**config.mk**
```make
export PLATFORM = sky130hd
export DESIGN_NAME = sum_msg_formatter
export DESIGN_NICKNAME = d
export VERILOG_FILES = /design/src/rtl/sum_msg_formatter.sv
export SDC_FILE = /design/constraint.sdc
export NUM_CORES = 1
export LEC_CHECK = 0
export ABC_AREA = 0
export ABC_CLOCK_PERIOD_IN_PS = 6750
export CORE_MARGIN = 2
export CORE_UTILIZATION = 59
export DETAILED_ROUTE_END_ITERATION = 8
export PLACE_DENSITY_LB_ADDON = 0.2
export SYNTH_ARGS = -nofsm -noshare
export SYNTH_HDL_FRONTEND = slang
export SYNTH_SLANG_ARGS = --single-unit
```
**constraint.sdc**
```tcl
create_clock -name clk -period 6.75 [get_ports clk]
set_input_delay 0.675 -clock clk [delete_from_list [all_inputs] [get_ports clk]]
set_output_delay 0.675 -clock clk [all_outputs]
set_load 0.01 [all_outputs]
```
**src/rtl/sum_msg_formatter.sv**
```systemverilog
// Serialises one captured addition result as "A+B=SS" (optionally CR LF) into uart_tx,
// one byte per transmitter busy cycle, with a single done pulse per message.
module sum_msg_formatter #(
  parameter bit WITH_CRLF = 1'b1
) (
  input  logic       clk,
  input  logic       reset,
  input  logic       start,
  input  logic [3:0] a,
  input  logic [3:0] b,
  input  logic [4:0] sum,
  input  logic       uart_tx_busy,
  output logic       uart_tx_en,
  output logic [7:0] uart_tx_data,
  output logic       busy,
  output logic       done
);

  typedef enum logic [2:0] {IDLE, SEND, HOLD, WAIT, DONE} state_t;

  localparam logic [2:0] LAST_IDX = WITH_CRLF ? 3'd7 : 3'd5;

  state_t     state_reg, state_next;
  logic [2:0] idx_reg, idx_next;
  logic [7:0] data_reg, data_next;
  logic [3:0] a_reg, b_reg;
  logic [4:0] sum_reg;
  logic       capture;

  function automatic logic [7:0] hex_char(input logic [3:0] n);
    if (n <= 4'd9) hex_char = 8'h30 + {4'h0, n};
    else           hex_char = 8'h41 + {4'h0, n} - 8'd10;
  endfunction

  function automatic logic [7:0] msg_byte(input logic [2:0] idx, input logic [3:0] op_a,
                                          input logic [3:0] op_b, input logic [4:0] s);
    logic [1:0] tens;
    logic [4:0] ones;
    if      (s >= 5'd30) tens = 2'd3;
    else if (s >= 5'd20) tens = 2'd2;
    else if (s >= 5'd10) tens = 2'd1;
    else                 tens = 2'd0;
    // ones = s - 10*tens, with 10*tens built as 8*tens + 2*tens
    ones = s - {tens, 3'b000} - {2'b00, tens, 1'b0};
    case (idx)
      3'd0:    msg_byte = hex_char(op_a);
      3'd1:    msg_byte = 8'h2B;
      3'd2:    msg_byte = hex_char(op_b);
      3'd3:    msg_byte = 8'h3D;
      3'd4:    msg_byte = 8'h30 + {6'b0, tens};
      3'd5:    msg_byte = 8'h30 + {3'b0, ones};
      3'd6:    msg_byte = 8'h0D;
      default: msg_byte = 8'h0A;
    endcase
  endfunction

  always_ff @(posedge clk) begin
    if (reset) begin
      state_reg <= IDLE;
      idx_reg   <= 3'd0;
      data_reg  <= 8'h00;
      a_reg     <= 4'h0;
      b_reg     <= 4'h0;
      sum_reg   <= 5'd0;
    end else begin
      state_reg <= state_next;
      idx_reg   <= idx_next;
      data_reg  <= data_next;
      if (capture) begin
        a_reg   <= a;
        b_reg   <= b;
        sum_reg <= sum;
      end
    end
  end

  always_comb begin
    state_next = state_reg;
    idx_next   = idx_reg;
    data_next  = data_reg;
    capture    = 1'b0;
    uart_tx_en = 1'b0;
    case (state_reg)
      IDLE: begin
        if (start) begin
          capture    = 1'b1;
          idx_next   = 3'd0;
          // first byte comes straight from the operands being captured this edge
          data_next  = msg_byte(3'd0, a, b, sum);
          state_next = SEND;
        end
      end
      SEND: begin
        if (!uart_tx_busy) begin
          uart_tx_en = 1'b1;
          state_next = HOLD;
        end
      end
      HOLD: state_next = WAIT;
      WAIT: begin
        if (!uart_tx_busy) begin
          if (idx_reg == LAST_IDX) begin
            state_next = DONE;
          end else begin
            idx_next   = idx_reg + 3'd1;
            data_next  = msg_byte(idx_reg + 3'd1, a_reg, b_reg, sum_reg);
            state_next = SEND;
          end
        end
      end
      DONE:    state_next = IDLE;
      default: state_next = IDLE;
    endcase
  end

  assign uart_tx_data = data_reg;
  assign busy         = (state_reg != IDLE);
  assign done         = (state_reg == DONE);

endmodule

```
==> results.md, run 1 <==
- Status: finished with violations
- Failing checks: design-rule violations
- Ports: 28
- HP Start: b_reg[1]
- Static Leak: 0.893 nW
- P_int: 274 µW
- Yosys reg bits: 26
- Sw Ratio: 30.5%
- Post-synth EDFFs: 0
- RSZ-0062 raised after global routing: false
- Overall routed net length: approximately 4.3 mm
- Post-synth top area cell: dfxtp_1
- CTS tree: done
- Routability Congestion: roughly 0.94
- # Post-CTS Setup Buffers: 0
- CTS Buf Count: 3
- Largest register FFs: 7
- CP bufs+invs: 2
- Hold Violations, Final: 0
- Area grow syn2layout: 16.3%
- Asr flop ratio synth: 0%
- CP arrival: 2.16 ns
- Critical Path End Type: output port
- Top cells by area, synth: dfxtp_1, ha_1, nand2_1
- Worst-path fanout max: 4
- Synth Cell Area: approximately 1900 µm²
- Total number of vias: 1782
- Die width: 61.1 µm
- Synth top area share: 27.0%
- Crit-path slowest cell: clkdlybuf4s50_1
- # DRC: 1
- Synth cell types: 51
- Drt first pass iters: 7
- Clk pwr share: 28.2%
- Clk buf depth: 2
- Commonest non-fill, non-tap cell in the layout: nand2_1
- Post-synthesis area per instance: between 7 and 8 µm²
- Critical R2R Launch: sum_reg[0]
- Vias in the first global route: ~1500
- Crit share post-route: between 40% and 50%
- Clk sinks: 26
- Diode count: 0
- Fin Setup TNS: 0 ns
- Final nets: roughly 300
- Design Area, Final: around 2200 µm²
- Sequential power share: 45.0%
- PostCTS Resize Cnt: 0
- Row count: 20
- DIE AREA: roughly 3700 µm²
- Reg-to-Reg End: uart_tx_data[5]
- Dpl cell area: 2190 µm²
- Clk root buf: clkbuf_4
- Headroom to the max-slew limit: 35.8%
- Post-layout min period: 2.83 ns
- CP Launch Type: input port
- Max Slew Vio Count: 0
- Crit-path max cell delay: 0.56 ns
- Cts hold-fix bufs: 0
- Core Area: 3080 µm²
- Fillers: 253
- Reg clk slew, reported paths: approximately 0.13 ns
- Grt ovf: 0
- Peak supply drop: 0.101 mV
- Via density: 5.71
- Dpl hpwl: roughly 3.3 mm
- Routed Antenna Nets: 0
- Initial Util: 62.6%
- CP Data Required Time: slightly above 6 ns
- WHS Endpoint: b_reg[1]
- Most frequent cells in the layout: nand2_1, a21oi_1, dfxtp_1, clkdlybuf4s50_1, ha_1
- PortBufs: 26
- Mapped Cells: 247
- Die Span Y: 61.1 µm
- Initial drt markers: 96
- Max Clock Freq: 0.353 GHz
- NetSw: 120 µW
- Synthesized Nets: 285
- Tot GR Track Use: 26.0%
- Flop2flop setup slack: 4.03 ns
- Most numerous cell on the critical path: clkdlybuf4s50_1
- Antenna violations before repair: 0
- DR WL/cell: 13.6 µm
- Largest net degree at the start of global routing: 26
- Final setup viols: 0
- Actual slew at the worst max-slew pin: 0.960 ns
- Htree depth: 1
- Pwr/cell area: 176 nW/µm²
- Crit-path cells: clkdlybuf4s50_1, or2b_1, nor3_1, clkdlybuf4s50_1
- Worst-Skew Late Latency: between 0.3 and 0.4 ns
- Synth warnings: 0
- Share of post-route cells with drive strength above 1: approximately 6.7%
- Setup Skew: 0.0242 ns
- Most used DFF post-synth: dfxtp_1
- Min-delay worst type: reg -> reg
- Reported max-cap violation count: 0
- Power share of the combinational group: 26.8%
- First-pass GRT wire length: 7.18 mm
- R2R cell count: 13
- Crit-path leading delay family: buffers and inverters
- Register area share after synthesis: 27.0%
- Crit Path Class: in -> out
- WHS Path Cells: 2
## worst register-to-register path: stages, from the launching register on
cell and delay, ns:
dfxtp_1 0.38, inv_1 0.08, ha_1 0.20, nand3b_1 0.15
a21oi_1 0.27, nor2_1 0.12, ha_1 0.28, inv_1 0.04
ha_1 0.31, a21oi_1 0.17, xnor2_1 0.13, a31oi_1 0.26
o211a_1 0.21, nor3_2 0.04
## layout make-up
class | count | area [µm²] | area share [%]
tap | 44 | 55.1 | 2.46
clock buffer | 3 | 22.5 | 1.01
multi-input combinational | 193 | 1280 | 57.2
sequential | 26 | 520 | 23.2
inverter | 19 | 71.3 | 3.18
clock inverter | 1 | 30.0 | 1.34
timing repair buffer | 26 | 260 | 11.6
## layer usage
layer,wire length (µm),track usage (%),vias up
li1,-,-,897
met4,71,9.63,0
met5,0,0,-
met3,253,3.99,7
met1,1800,34.7,823
met2,2130,42.6,55
## Yosys cell counts, drive strengths merged (3+ instances only)
library cell / n
nand4b: 3
nor2: 19
clkbuf: 5
xor2: 4
dfxtp: 26
xnor2: 6
nand3b: 3
nor3: 15
inv: 19
a21oi: 28
a211oi: 3
buf: 4
o21ai: 15
ha: 21
nand2: 42
a31oi: 4
## power groups by stage
| stage | combinational, mW | sequential (mW) | clock, mW |
|---|---|---|---|
| finish | 0.106 | 0.178 | 0.111 |
| detailed placement | 0.105 | 0.181 | 0 |
| CTS | 0.106 | 0.178 | 0.112 |
| global route | 0.119 | 0.180 | 0.119 |
| floorplan | 0.0716 | 0.179 | 0 |
| global placement | 0.103 | 0.181 | 0 |
## kinds of logic after synthesis
group                      count (synthesis)  share of synthesized area, %
adders and majority gates                 21                          13.6
xor gates and xnor gates                  10                          4.55
AOI/OAI and AO/OA                         69                          22.2
buffers and inverters                     28                          6.49
and+or+nand+nor                           92                          25.9
other                                      1                         0.195
DFF                                       26                          27.0
## stage by stage
step | worst slack [ns] | utilization (%) | hold slack, ns | power [mW] | cells
floorplan | 4.36 | - | 0.450 | 0.250 | 247
global placement | 3.95 | 71.1 | 0.465 | 0.283 | 308
detailed placement | 3.90 | 71.1 | 0.473 | 0.286 | 308
CTS | 3.89 | 72.8 | 0.491 | 0.395 | 312
global route | 3.77 | 72.8 | 0.514 | 0.418 | 312
finish | 3.92 | 72.8 | 0.491 | 0.395 | 312
## worst max-delay path by stage
stage,endpoint,slack (ns),start,cells past startpoint
after floorplan,uart_tx_data[5],4.36,sum_reg[0],13
after global placement,uart_tx_en,3.95,uart_tx_busy,4
after detailed placement,uart_tx_en,3.90,uart_tx_busy,4
after CTS,uart_tx_en,3.89,uart_tx_busy,4
final,uart_tx_en,3.92,uart_tx_busy,4
after global routing,uart_tx_data[4],3.77,sum_reg[0],12
Note: power is estimated with default switching activity, not from simulation.
==> run 2, diff against run 1 <==
--- a/config.mk
+++ b/config.mk
@@ -6,9 +6,9 @@
 export NUM_CORES = 1
 export LEC_CHECK = 0
 export ABC_AREA = 0
-export ABC_CLOCK_PERIOD_IN_PS = 6750
+export ABC_CLOCK_PERIOD_IN_PS = 2300
 export CORE_MARGIN = 2
-export CORE_UTILIZATION = 59
+export CORE_UTILIZATION = 49
 export DETAILED_ROUTE_END_ITERATION = 8
 export PLACE_DENSITY_LB_ADDON = 0.2
 export SYNTH_ARGS = -nofsm -noshare
==> constraint.sdc (replaced) <==
create_clock -name clk -period 2.3 [get_ports clk]
set_input_delay 0.23 -clock clk [delete_from_list [all_inputs] [get_ports clk]]
set_output_delay 0.23 -clock clk [all_outputs]
set_load 0.01 [all_outputs]
==> run 2 against run 1 <==
The flow finishes with violations (negative setup slack). Sequential cell count unchanged. Die area increased by 19%. Largest cell class unchanged. Total power increased to 3.0 times the previous value. Sequential share of layout area decreased by 2.0 points. Worst setup slack got worse by 4.0 ns. Worst hold slack got worse by 0.0080 ns. Non-clock buffer count increased by 21. Global-route usage decreased by 2.4 points. Core utilization decreased by 6.4 points. Final area increased by 10%. Critical endpoint is now uart_tx_data[5].
==> results.md, run 2 (synthesis results as in run 1) <==
- Htree depth: 1
- Actual slew at the worst max-slew pin: approximately 0.58 ns
- CTS tree: done
- Final nets: 328
- CP Data Required Time: 2.45 ns
- Share of post-route cells with drive strength above 1: between 15 and 20%
- RSZ-0062 raised after global routing: true
- Inst Count DP: 327
- # DRC: 0
- Row count: 22
- Critical Path End Type: flop
- Headroom to the max-slew limit: 60.9%
- Max Slew Vio Count: 0
- Max Clock Freq: between 0.4 and 0.5 GHz
- CP arrival: 2.50 ns
- Routability Congestion: 0.890
- CP Launch Type: flop
- Crit share post-route: 102%
- Crit Path Class: reg -> reg
- Clk buf depth: 2
- Failing checks: negative setup slack
- Layout Cells excl Fill: 336
- Diode count: 0
- Initial Util: between 50% and 60%
- Hold_ws: 0.483 ns
- Die Span Y: ~67 µm
- Clk sinks: 26
- Total number of vias: 1861
- Drt first pass iters: 4
- Worst-path fanout max: 2
- Antenna violations before repair: 0
- Clk root buf: clkbuf_8
- Largest register FFs: 7
- Tot GR Track Use: 23.6%
- Status: finished with violations
- Routed Antenna Nets: 0
- Initial drt markers: just over 80
- Hold Violations, Final: 0
- Most frequent cells in the layout: nand2_1, a21oi_1, clkdlybuf4s50_1
- PortBufs: 26
- Vias in the first global route: around 1800
- Ports: 28
- Reg clk slew, reported paths: 0.09 ns
- Die width: approximately 67 µm
- Post-layout min period: 2.35 ns
- Final setup viols: 1
- CTS Buf Count: 3
- Cts hold-fix bufs: 0
- Setup Skew: 0.00238 ns
- Reported max-cap violation count: 0
- Area grow syn2layout: 28.0%
- Fin Setup TNS: -0.0473 ns
- Pwr/cell area: roughly 480 nW/µm²
- Static Leak: slightly above 1 nW
- DR WL/cell: 14.4 µm
- Final worst slack: -0.0473 ns
- First-pass GRT wire length: 7.98 mm
- Core Area: 3720 µm²
- Grt ovf: 0
- Overall routed net length: 4.84 mm
- Min-delay worst type: reg -> reg
- Peak supply drop: around 0.26 mV
- Largest net degree at the start of global routing: 16
- DIE AREA: 4450 µm²
- Worst-Skew Late Latency: 0.28 ns
- Commonest non-fill, non-tap cell in the layout: nand2_1
- Dpl hpwl: 3.61 mm
- Via density: 5.54
-- run 2: repair_timing --
action,4_1_cts,5_1_grt
gates resized for setup,7,6
endpoints found under the hold margin,0,0
pin swaps,10,11
endpoints found under the setup margin,3,5
setup buffers,5,1
-- run 2: path summary, 6_finish.rpt --
kind | start | to | slack (ns) | cells past startpoint
max | sum_reg[0] | uart_tx_data[5] | -0.05 | 13
min | b_reg[1] | b_reg[1] | 0.48 | 2
max reg2reg | sum_reg[0] | uart_tx_data[5] | -0.05 | 13
min reg2reg | b_reg[1] | b_reg[1] | 0.48 | 2
-- run 2: power breakdown --
part           internal, mW  total (mW)  switching (mW)
combinational         0.201       0.399           0.198
sequential            0.483       0.521          0.0377
clock                 0.118       0.271           0.153
total                 0.802        1.19           0.388
-- run 2: stage by stage --
stage / setup WS [ns] / util (%) / total power [mW] / cell area, µm²
floorplan: 0.0405 / - / 0.746 / 1950
global placement: 0.0125 / 62.6 / 0.874 / 2330
detailed placement: -0.0638 / 62.6 / 0.882 / 2330
CTS: 0.00302 / 65.3 / 1.17 / 2430
global route: -0.154 / 66.4 / 1.25 / 2470
finish: -0.0473 / 66.4 / 1.19 / 2470
-- run 2: layer usage --
layer	vias to the layer above	GRT usage, %	part of all wire, %
met5	-	0	0
met4	0	5.87	1.2
met3	7	2.87	5.0
met2	48	42.1	50
met1	866	30.0	44
li1	940	-	-
-- run 2: final cells by class --
cell class                 count  area, µm²
multi-input combinational    193       1350
fill                         327       1250
sequential                    26        524
timing repair buffer          47        418
inverter                      19       71.3
tap                           48       60.1
clock buffer                   3       41.3
-- run 2: critical path: stages, from the launching register on --
cell	delay [ns]
dfxtp_2	0.34
inv_2	0.05
ha_4	0.14
nand3b_1	0.18
a21oi_2	0.19
nor2_2	0.07
ha_1	0.29
inv_2	0.04
ha_4	0.24
a21oi_4	0.14
xnor2_2	0.11
a31oi_2	0.20
o211a_1	0.19
nor3_2	0.04
==> run 3, diff against run 2 <==
--- a/config.mk
+++ b/config.mk
@@ -10,6 +10,7 @@
 export CORE_MARGIN = 2
 export CORE_UTILIZATION = 49
 export DETAILED_ROUTE_END_ITERATION = 8
+export MAX_ROUTING_LAYER = met4
 export PLACE_DENSITY_LB_ADDON = 0.2
 export SYNTH_ARGS = -nofsm -noshare
 export SYNTH_HDL_FRONTEND = slang
==> run 3 against run 2 <==
The run still ends with negative setup slack left. Largest power group unchanged. Clock power rose by 44%. Final cell count down 0.60%. First-iteration DRC count rose by 8.6%. Combinational power decreased by 2%. Register-to-register slack barely moved. Via count down 1.2%.
==> results.md, run 3 (synthesis results as in run 1) <==
- Met1 WL: 2.18 mm
- Dpl hpwl: around 3.5 mm
- Pwr/cell area: 529 nW/µm²
- Total number of vias: 1839
- Most numerous cell on the critical path: inv_2
- Initial drt markers: 88
- Antenna violations before repair: 0
- Die Span Y: 66.7 µm
- Grt ovf: 0
- Crit-path max cell delay: between 0.3 and 0.4 ns
- R2R cell count: 13
- Min-delay worst type: reg -> reg
- Clk sinks: 26
- Sequential power share: 39.9%
- Routability Congestion: 0.923
- PortBufs: 26
- Largest net degree at the start of global routing: 16
- Commonest non-fill, non-tap cell in the layout: nand2_1
- Final worst slack: -0.0330 ns
- Crit-path cells: inv_2, ha_2, nand3b_1, a21oi_2, nor2_2, ha_1, inv_2, ha_4, a21oi_4, xnor2_2, a31oi_2, o211a_1, nor3_2
- Hold Violations, Final: 0
- Critical Path End Type: flop
- CTS tree: done
- Max Slew Vio Count: 0
- Core Util, Final: 66.2%
- Dpl cell area: 2340 µm²
- Crit Path Class: reg -> reg
- Reg-to-Reg End: uart_tx_data[5]
- Post-layout min period: between 2 and 2.5 ns
- Status: finished with violations
- HP Start: b_reg[1]
- Actual slew at the worst max-slew pin: 0.479 ns
- Initial Util: 51.9%
- Final setup viols: 1
- WL met3: about 210 µm
- Peak supply drop: 0.267 mV
- Routed Antenna Nets: 0
- Via density: about 5.5
- Design Area, Final: 2460 µm²
- Drt first pass iters: 4
- Most frequent cells in the layout: nand2_1, a21oi_1, clkdlybuf4s50_1
- Diode count: 0
- # DRC: 0
- Crit-path slowest cell: dfxtp_2
- Worst-path fanout max: 2
- Critical R2R Launch: sum_reg[0]
- Power share of the combinational group: a little under a third
- Crit share post-route: 101%
- Worst Setup Slack post-DPL: -0.0193 ns
- Ports: 28
- CP Launch Type: flop
- First-pass GRT wire length: approximately 8 mm
- Overall routed net length: 4.81 mm
- CTS Buf Count: 3
- DIE AREA: 4450 µm²
- Cts hold-fix bufs: 0
- Crit-path leading delay family: compound AO/OA/AOI/OAI gates
- Inst Count DP: 329
- Flop2flop setup slack: -0.03 ns
- Area grow syn2layout: 27.7%
- Reported max-cap violation count: 0
- Tot GR Track Use: 23.8%
- DR WL/cell: 14.4 µm
- Final nets: 325
- Headroom to the max-slew limit: between 60% and 70%
- WHS Path Cells: 2
- Setup Skew: 0.0111 ns
- Worst-Skew Late Latency: 0.28 ns
- Die width: 66.7 µm
- Max Clock Freq: between 0.4 and 0.5 GHz
- Core Area: 3720 µm²
- Htree depth: 1
- Tot Pwr: 1.30 mW
- WHS Endpoint: b_reg[1]
- Sw Ratio: 30.0%
- Largest register FFs: 7
- Clk pwr share: 30.0%
- Clk buf depth: 2
- Clk root buf: clkbuf_8
- Row count: 22
- Failing checks: negative setup slack
- Met2 Wirelength: 2.34 mm
- NetSw: 390 µW
- P_int: roughly 900 µW
- CP bufs+invs: 2
- RSZ-0062 raised after global routing: true
- CP arrival: 2.51 ns
- Vias in the first global route: 1707
- Static Leak: 0.998 nW
- CP Data Required Time: 2.48 ns
- Layout Cells excl Fill: 334
- Max Used Layer: met4
- Reg clk slew, reported paths: 0.10 ns
- Share of post-route cells with drive strength above 1: 17.1%
[run 3: changes by cell type in the layout (fill, tap and decap cells not counted)]
cell / before / now
a211oi_2: 1 / 2
dfxtp_1: 23 / 24
bufinv_16: 0 / 1
nor3_4: 3 / 2
a211oi_1: 2 / 1
dfxtp_2: 3 / 2
ha_2: 0 / 1
nor3_2: 1 / 2
buf_4: 21 / 18
ha_4: 2 / 1
[run 3: power groups by stage]
stage | clock, mW | combinational [mW] | sequential, mW
floorplan | 0 | 0.221 | 0.525
global placement | 0 | 0.349 | 0.527
detailed placement | 0 | 0.355 | 0.528
CTS | 0.398 | 0.361 | 0.518
global route | 0.420 | 0.436 | 0.526
finish | 0.390 | 0.391 | 0.520
[run 3: cell type report]
class,count,area [µm²]
Multi-Input combinational cell,193,1340
Fill cell,332,1250
Sequential cell,26,523
Timing Repair Buffer,44,395
Inverter,19,71.3
Tap cell,48,60.1
Clock buffer,3,41.3
Clock inverter,1,30.0
[run 3: metal layers]
layer	up-vias	track usage, %
li1	939	-
met1	834	31.3
met2	57	38.9
met3	9	3.04
met4	0	6.12
met5	-	-
[run 3: stage by stage]
step,TNS (ns),hold WS [ns]
after global routing,-0.388,0.504
after detailed placement,-0.0300,0.472
after CTS,0,0.488
after floorplan,0,0.366
final,-0.0330,0.484
after global placement,0,0.469
[run 3: timing repair]
action                                 CTS  global route
setup endpoints to repair                2             6
endpoints found under the hold margin    0             0
pin swaps                                2             9
gates cloned                             0             0
gates resized for setup                  2             9
setup buffers                            1             0
[run 3: how the worst max path moves through the flow]
stage	from	to	slack [ns]	cells past startpoint
after floorplan	sum_reg[0]	uart_tx_data[5]	0.04	13
after global placement	sum_reg[0]	uart_tx_data[5]	0.03	13
after detailed placement	sum_reg[0]	uart_tx_data[5]	-0.02	13
after CTS	sum_reg[0]	uart_tx_data[4]	0.01	12
after global routing	sum_reg[0]	uart_tx_data[5]	-0.16	13
final	sum_reg[0]	uart_tx_data[5]	-0.03	13
[run 3: worst register-to-register path, delay by kind of cell (launching register included)]
family          cells  cell delay (ns)
buf+inv             2             0.11
simple gates        3             0.27
compound gates      4             0.74
fa+ha+maj           3             0.68
xor+xnor            1             0.11
flops               1             0.34
